<file path="config.mk">
export PLATFORM = sky130hd
export DESIGN_NAME = alu_sequencer
export DESIGN_NICKNAME = d
export VERILOG_FILES = /design/src/rtl/alu_pkg.sv /design/src/rtl/alu_seq_decode.sv /design/src/rtl/alu_sequencer.sv
export SDC_FILE = /design/constraint.sdc
export NUM_CORES = 1
export LEC_CHECK = 0
export CAP_MARGIN = 15
export CORE_UTILIZATION = 41
export DETAILED_ROUTE_END_ITERATION = 12
export PLACE_DENSITY = 0.79
export SKIP_CTS_REPAIR_TIMING = 1
export SYNTH_ARGS = -nofsm -noshare
export SYNTH_HDL_FRONTEND = slang
export SYNTH_SLANG_ARGS = --single-unit
</file>
<file path="constraint.sdc">
create_clock -name clk -period 3 [get_ports clk]
set_clock_uncertainty 0.05 [all_clocks]
set_input_delay 0.3 -clock clk [delete_from_list [all_inputs] [get_ports clk]]
set_output_delay 0.3 -clock clk [all_outputs]
set_load 0.05 [all_outputs]
</file>
<file path="src/rtl/alu_pkg.sv">
// Shared ALU definitions: opcodes, instruction field positions and sequencer states.
// ALU_SEQ_MULDIV_EN adds the WB_HI state used by mul/div.
package alu_pkg;

    localparam logic [4:0] OP_ADD  = 5'b00011;
    localparam logic [4:0] OP_SUB  = 5'b00100;
    localparam logic [4:0] OP_AND  = 5'b00101;
    localparam logic [4:0] OP_OR   = 5'b00110;
    localparam logic [4:0] OP_SHR  = 5'b00111;
    localparam logic [4:0] OP_SHRA = 5'b01000;
    localparam logic [4:0] OP_SHL  = 5'b01001;
    localparam logic [4:0] OP_ROR  = 5'b01010;
    localparam logic [4:0] OP_ROL  = 5'b01011;
    localparam logic [4:0] OP_ADDI = 5'b01100;
    localparam logic [4:0] OP_ANDI = 5'b01101;
    localparam logic [4:0] OP_ORI  = 5'b01110;
    localparam logic [4:0] OP_MUL  = 5'b01111;
    localparam logic [4:0] OP_DIV  = 5'b10000;
    localparam logic [4:0] OP_NEG  = 5'b10001;
    localparam logic [4:0] OP_NOT  = 5'b10010;

    localparam int unsigned OPC_MSB = 31;
    localparam int unsigned OPC_LSB = 27;
    localparam int unsigned RA_MSB  = 26;
    localparam int unsigned RA_LSB  = 23;
    localparam int unsigned RB_MSB  = 22;
    localparam int unsigned RB_LSB  = 19;
    localparam int unsigned RC_MSB  = 18;
    localparam int unsigned RC_LSB  = 15;
    localparam int unsigned C_MSB   = 18;
    localparam int unsigned C_W     = 19;

    typedef enum logic [2:0] {
        StIdle,
        StLoadY,
        StExec,
        StWbLo,
`ifdef ALU_SEQ_MULDIV_EN
        StWbHi,
`endif
        StFault
    } seq_state_e;

endpackage

</file>
<file path="src/rtl/alu_seq_decode.sv">
// Combinational opcode classifier for the ALU sequencer.
// mul/div are only legal when ALU_SEQ_MULDIV_EN is defined.
module alu_seq_decode
    import alu_pkg::*;
#(
    parameter int unsigned OPC_W = 5
) (
    input  logic [OPC_W-1:0] opcode,
    output logic             legal,
    output logic             is_imm,
    output logic             is_unary,
    output logic             is_muldiv
);

    always_comb begin
        legal     = 1'b0;
        is_imm    = 1'b0;
        is_unary  = 1'b0;
        is_muldiv = 1'b0;
        case (opcode)
            OP_ADD, OP_SUB, OP_AND, OP_OR,
            OP_SHR, OP_SHRA, OP_SHL, OP_ROR, OP_ROL: legal = 1'b1;
            OP_ADDI, OP_ANDI, OP_ORI: begin
                legal  = 1'b1;
                is_imm = 1'b1;
            end
            OP_NEG, OP_NOT: begin
                legal    = 1'b1;
                is_unary = 1'b1;
            end
`ifdef ALU_SEQ_MULDIV_EN
            OP_MUL, OP_DIV: begin
                legal     = 1'b1;
                is_muldiv = 1'b1;
            end
`endif
            default: ;
        endcase
    end

endmodule

</file>
<file path="src/rtl/alu_sequencer.sv">
// Multi-cycle strobe sequencer around the bus-based ALU datapath.
// Define ALU_SEQ_MULDIV_EN to enable mul/div with HI/LO writeback.
module alu_sequencer
    import alu_pkg::*;
#(
    parameter int unsigned DATA_W = 32,
    parameter int unsigned REG_AW = 4,
    parameter int unsigned OPC_W  = 5
) (
    input  logic              clk,
    input  logic              rst_n,
    input  logic              start,
    input  logic [DATA_W-1:0] ir,
    output logic              ready,
    output logic [REG_AW-1:0] rf_rsel,
    output logic              rf_out,
    output logic              c_out,
    output logic [DATA_W-1:0] c_sext,
    output logic              y_in,
    output logic [OPC_W-1:0]  alu_opcode,
    output logic              z_in,
    output logic              zlo_out,
    output logic              zhi_out,
    output logic [REG_AW-1:0] rf_wsel,
    output logic              rf_we,
    output logic              lo_in,
    output logic              hi_in,
    output logic              done,
    output logic              err
);

    seq_state_e        state_q;
    logic [DATA_W-1:0] ir_q;

    logic [OPC_W-1:0]  dec_opc;
    logic              legal, is_imm, is_unary, is_muldiv;
    logic [REG_AW-1:0] ra, rb, rc;

    assign ra = ir_q[RA_MSB:RA_LSB];
    assign rb = ir_q[RB_MSB:RB_LSB];
    assign rc = ir_q[RC_MSB:RC_LSB];
    assign c_sext = {{(DATA_W-C_W){ir_q[C_MSB]}}, ir_q[C_MSB:0]};

    // One classifier: incoming word while idle (accept decision), latched word otherwise.
    assign dec_opc = (state_q == StIdle) ? ir[OPC_MSB:OPC_LSB] : ir_q[OPC_MSB:OPC_LSB];

    alu_seq_decode #(
        .OPC_W (OPC_W)
    ) u_decode (
        .opcode    (dec_opc),
        .legal     (legal),
        .is_imm    (is_imm),
        .is_unary  (is_unary),
        .is_muldiv (is_muldiv)
    );

    always_ff @(posedge clk or negedge rst_n) begin
        if (!rst_n) begin
            state_q <= StIdle;
            ir_q    <= '0;
        end else begin
            case (state_q)
                StIdle: begin
                    if (start) begin
                        ir_q    <= ir;
                        state_q <= legal ? StLoadY : StFault;
                    end
                end
                StLoadY: state_q <= StExec;
                StExec:  state_q <= StWbLo;
`ifdef ALU_SEQ_MULDIV_EN
                StWbLo:  state_q <= is_muldiv ? StWbHi : StIdle;
                StWbHi:  state_q <= StIdle;
`else
                StWbLo:  state_q <= StIdle;
`endif
                StFault: state_q <= StIdle;
                default: state_q <= StIdle;
            endcase
        end
    end

    always_comb begin
        ready      = 1'b0;
        rf_rsel    = '0;
        rf_out     = 1'b0;
        c_out      = 1'b0;
        y_in       = 1'b0;
        alu_opcode = '0;
        z_in       = 1'b0;
        zlo_out    = 1'b0;
        zhi_out    = 1'b0;
        rf_wsel    = '0;
        rf_we      = 1'b0;
        lo_in      = 1'b0;
        hi_in      = 1'b0;
        done       = 1'b0;
        err        = 1'b0;
        case (state_q)
            StIdle: ready = 1'b1;
            StLoadY: begin
                rf_out  = 1'b1;
                y_in    = 1'b1;
                rf_rsel = is_muldiv ? ra : rb;
            end
            StExec: begin
                alu_opcode = ir_q[OPC_MSB:OPC_LSB];
                z_in       = 1'b1;
                if (is_imm) begin
                    c_out = 1'b1;
                end else begin
                    rf_out  = 1'b1;
                    rf_rsel = (is_unary || is_muldiv) ? rb : rc;
                end
            end
            StWbLo: begin
                zlo_out = 1'b1;
`ifdef ALU_SEQ_MULDIV_EN
                if (is_muldiv) begin
                    lo_in = 1'b1;
                end else begin
                    rf_we   = 1'b1;
                    rf_wsel = ra;
                    done    = 1'b1;
                end
`else
                rf_we   = 1'b1;
                rf_wsel = ra;
                done    = 1'b1;
`endif
            end
`ifdef ALU_SEQ_MULDIV_EN
            StWbHi: begin
                zhi_out = 1'b1;
                hi_in   = 1'b1;
                done    = 1'b1;
            end
`endif
            StFault: begin
                done = 1'b1;
                err  = 1'b1;
            end
            default: ;
        endcase
    end

endmodule

</file>
* Yosys cells after proc, flatten, opt, wreduce, memory -nomap -nowiden
Cells that the tools add are included.
Word-level totals: output and inout port bits 57, input bits 35, word-level logic and storage cells 49, bits in registers 35
Operators by class: reduce and logical (&&, ||, !) cells 6, muxes and demuxes 22, eq/ne operators 19
Operators by type and width (number):
- equality test 5 x 4 -> 1 bit (second input constant) | 7
- equality test 5 x 3 -> 1 bit (second input constant) | 4
- OR reduction 14 bit | 1
- 2-to-1 mux 1 bit | 12
- 2-to-1 mux 4 bit | 3
- equality test 5 bit (second input constant) | 2
- 2-to-1 mux 5 bit | 2
- one-hot mux 3 bit (3 select lines) | 1
- one-hot mux 4 bit (2 select lines) | 1
- equality test 3 x 2 -> 1 bit (second input constant) | 2
- 2-to-1 mux 3 bit | 2
- equality test 5 x 2 -> 1 bit (second input constant) | 1
- OR reduction 2 bit | 2
- equality test 3 x 1 -> 1 bit (second input constant) | 1
- equality test 3 bit (second input constant) | 1
- zero test 3 bit | 1
- OR reduction 3 bit | 1
- != test 2 bit (second input constant) | 1
- one-hot mux 1 bit (2 select lines) | 1
- AND reduction 2 bit | 1

* Depth between registers and ports, before layout
depth after elaboration 8, mapped depth 5, gate-level depth less buffers 5

* By module
From an unflattened synthesis, not the netlist that was laid out.
Second synthesis, totals: cell total of the unflattened synthesis 165, area, all modules 2109.5 um^2
By module, submodules not included:
- alu_sequencer | area each 2039.5 um^2, times used 1, cells an instance 152, sequential area each 875.8 um^2
- alu_seq_decode | area each 70.1 um^2, times used 1, cells an instance 13, sequential area each 0.0 um^2

* Least setup slack after synthesis
No wires, ideal clock.
path type reg-to-output, start register state_q[0], end output port rf_rsel[0], buffers on the path 0, arrival time 2748 ps, setup slack -98 ps, stages on the path, launching flop included 4, data required time 2650 ps, cells stage by stage dfrtp_1 -> nor3b_1 -> a41oi_1 -> o32ai_1
Between the ends: longest elaborated chain between the ends 8, elaborated cells between the ends (all ways) 16, those cells by class eq/ne: 7; mux: 6; reduce/logical: 3
Ends and longest elaborated chain:
- start, declared | RTL line alu_sequencer.sv:32 | seq_state_e state_q;
- start signal, assigned | RTL line alu_sequencer.sv:59 | state_q <= StIdle;
- start signal, assigned | RTL line alu_sequencer.sv:66 | state_q <= legal ? StLoadY : StFault;
- start signal, assigned | RTL line alu_sequencer.sv:69 | StLoadY: state_q <= StExec;
- zero test 3 bit | RTL line alu_sequencer.sv:45 | assign dec_opc = (state_q == StIdle) ? ir[OPC_MSB:OPC_LSB] : ir_q[OPC_MSB:OPC_LSB];
- 2-to-1 mux 5 bit | RTL line alu_sequencer.sv:45
- equality test 5 bit | RTL line alu_seq_decode.sv:20 | case (opcode)
- OR reduction 2 bit
- 2-to-1 mux 1 bit | RTL line alu_seq_decode.sv:20
- 2-to-1 mux 4 bit | RTL line alu_sequencer.sv:113 | rf_rsel = (is_unary || is_muldiv) ? rb : rc;
- 2-to-1 mux 4 bit | RTL line alu_sequencer.sv:109 | if (is_imm) begin
- one-hot mux 4 bit (2 select lines) (*) | RTL line alu_sequencer.sv:99 | case (state_q)
- end, declared | RTL line alu_sequencer.sv:15 | output logic [REG_AW-1:0] rf_rsel,
Every way passes the cells marked *; elsewhere a longest branch is shown, timed or not.

* Worst setup path after layout
start register state_q[2], end output port rf_rsel[2]
The elaborated chain is that of the path after synthesis.

==> impl_metrics.yaml <==
sta:
  fin_crit_sh: 0.8586
  slew_headroom: 0.4861
  hold_viol_final: 0
  rsz0062_at_grt: "false"
  min_period_ps: 2576
  worst_pin_slew_ps: 770.9
  fmax_mhz: 388.2
  fin_setup_tns_ps: 0
  maxSlewViolCount: 0
  setup_viol: 0
  fin_ws_ps: 424.1
cts:
  numClockSinks: 35
  clk_pin_slew_ps: 70
  clk_latency_ps: 290
  cts_buffers: 5
  clockBufferDepth: 2
  root_buffer: "clkbuf_8"
  cts_tree: "yes"
  h-tree-depth: 2
run_status:
  status: "completed"
floorplanning:
  core_area_um2: 4723
  dieArea_um2: 5210
  ioPinCount: 92
  start_util: 0.4275
  die_y_um: 72.18
  die_w_um: 72.18
  rows: 25
logic_synthesis:
  syn_area_um2: 2019
  synth_ff_type: "dfrtp_1"
  synth_top_area_share: 0.4337
  synth_top_cell_by_area: "dfrtp_1"
  syn_inst: 177
  synth.area.top_cells: "dfrtp_1 43%, mux2_4 16%, buf_4 13%, and2_1 3.1%, o21ai_0 2.7%"
  yosysUniqueCellTypes: 38
  yosysSeqAreaShare: 0.4337
  avgSynthCellArea_um2: 11.41
  synth_edf_count: 0
  synthArstFlopShare: 1.000
  yosysWarningCount: 0
  synth-seq-cells: 35
critical_path:
  cp_data_required_time_ps: 2650
  critPathKind: "register to output port"
  cp-startpoint: "state_q[2]"
  r2r-start: "state_q[1]"
  critical_path_peak_fanout: 9
  worstSetupEndpointType: "output port"
  worst_setup_path_start_kind: "register"
  cp.arrival_ps: 2230
drt:
  wl_per_cell_um: 13.93
  initialDrtViolationCount: 41
  first_pass_iters: 4
  drc: 0
  vias: 1399
  antenna_left: 0
  vias_per_cell: 4.648
  wl_um: 4194
final_layout:
  mostFrequentLayoutCell: "clkdlybuf4s50_1"
  fill_cells: 411
  drive_gt1_frac: 0.1667
  final_cell_mix: "83 x clkdlybuf4s50_1, 35 x dfrtp_1, 21 x mux2_4"
  seq_area_um2: 875.8
  multi_input_area_um2: 777.0
  fin_util: 0.5897
  syn_to_final_growth_pct: 37.92
  fin_cells: 301
  diodes: 0
  finalNetCount: 268
grt:
  overflow: 0
  grt_max_degree: 36
  grt_pass1_vias: 1268
  antenna_found_initial: 0
  grtUsageMet2: 0.2638
  track_usage: 0.1635
  use_met3: 0.03333
  grt_pass1_wl_um: 6292
  grt_use_met1: 0.2102
  grt.busiest_layer: "met2"
run:
  drv_cap: 0
placement:
  routabilityCongestion: 0.8270
  dp.final_hpwl_um: 3091
  placed_cells: 293
  preCtsSetupSlack_ps: 342.0
  portBuffers: 88
hold_path:
  min_path_type: "primary input to async pin"
## synth_stat cells, drive strengths merged, types with 2 or more instances
| cell | count |
|---|---|
| buf | 41 |
| dfrtp | 35 |
| mux2 | 24 |
| and2 | 11 |
| o21ai | 11 |
| inv | 10 |
| nand3 | 8 |
| o32ai | 4 |
| nor3 | 3 |
| nor3b | 3 |
| a21oi | 2 |
| nand2 | 2 |
| nor2 | 2 |
| nor2b | 2 |
| or2 | 2 |
## state kept, by name, indices dropped and copies added, names as in the netlist
register	flops
ir_q	32
state_q	3
## per-stage QoR
stage	hold WS [ps]	area (um2)
detailed placement	375.2	2658
floorplan	-45.59	2032
CTS	58.19	2775
finish	31.08	2785
global route	92.27	2785
global placement	372.0	2658
## worst paths after layout
kind	end	slack, ps	cells after the start
setup / recovery	rf_rsel[2]	420	6
hold / removal	ir_q[14]	30	1
setup reg to reg	ir_q[28]	1060	4
hold reg to reg	ir_q[26]	450	1
max in group asynchronous	ir_q[18]	2370	1
min in group clk	ir_q[26]	450	1
## critical path, stage by stage (launching register included)
cell	delay (ps)
dfrtp_1	460
nor2_1	120
nand2_1	100
inv_1	210
o21ai_0	250
o32ai_1	340
dlymetal6s2s_1	470
## cell families (layout without fill, tap and decap cells)
group | Yosys count | after routing | synth area share
AOI/OAI and AO/OA | 24 | 24 | 0.07869
xor gates and xnor gates | 1 | 1 | 0.004338
buffers and inverters | 52 | 107 | 0.1877
DFF | 35 | 35 | 0.4337
muxes | 24 | 24 | 0.1729
other | 1 | 3 | 0.001857
and+or+nand+nor | 40 | 40 | 0.1208
## final cells by class
type                            instances  area share
Sequential cell                        35      0.3145
Timing Repair Buffer                   89      0.3208
Clock inverter                          2     0.01258
Tap cell                               67     0.03010
Inverter                               10     0.01348
Multi-Input combinational cell         92      0.2790
Clock buffer                            6     0.02965
## layer usage
metal | up-vias | part of all wire
li1 | 675 | -
met1 | 674 | 0.45
met2 | 43 | 0.50
met3 | 7 | 0.041
met4 | 0 | 0.012
met5 | - | 0
Power is not shown: default switching activity piles up to over one toggle a cycle in this logic, so the estimate is an artifact.
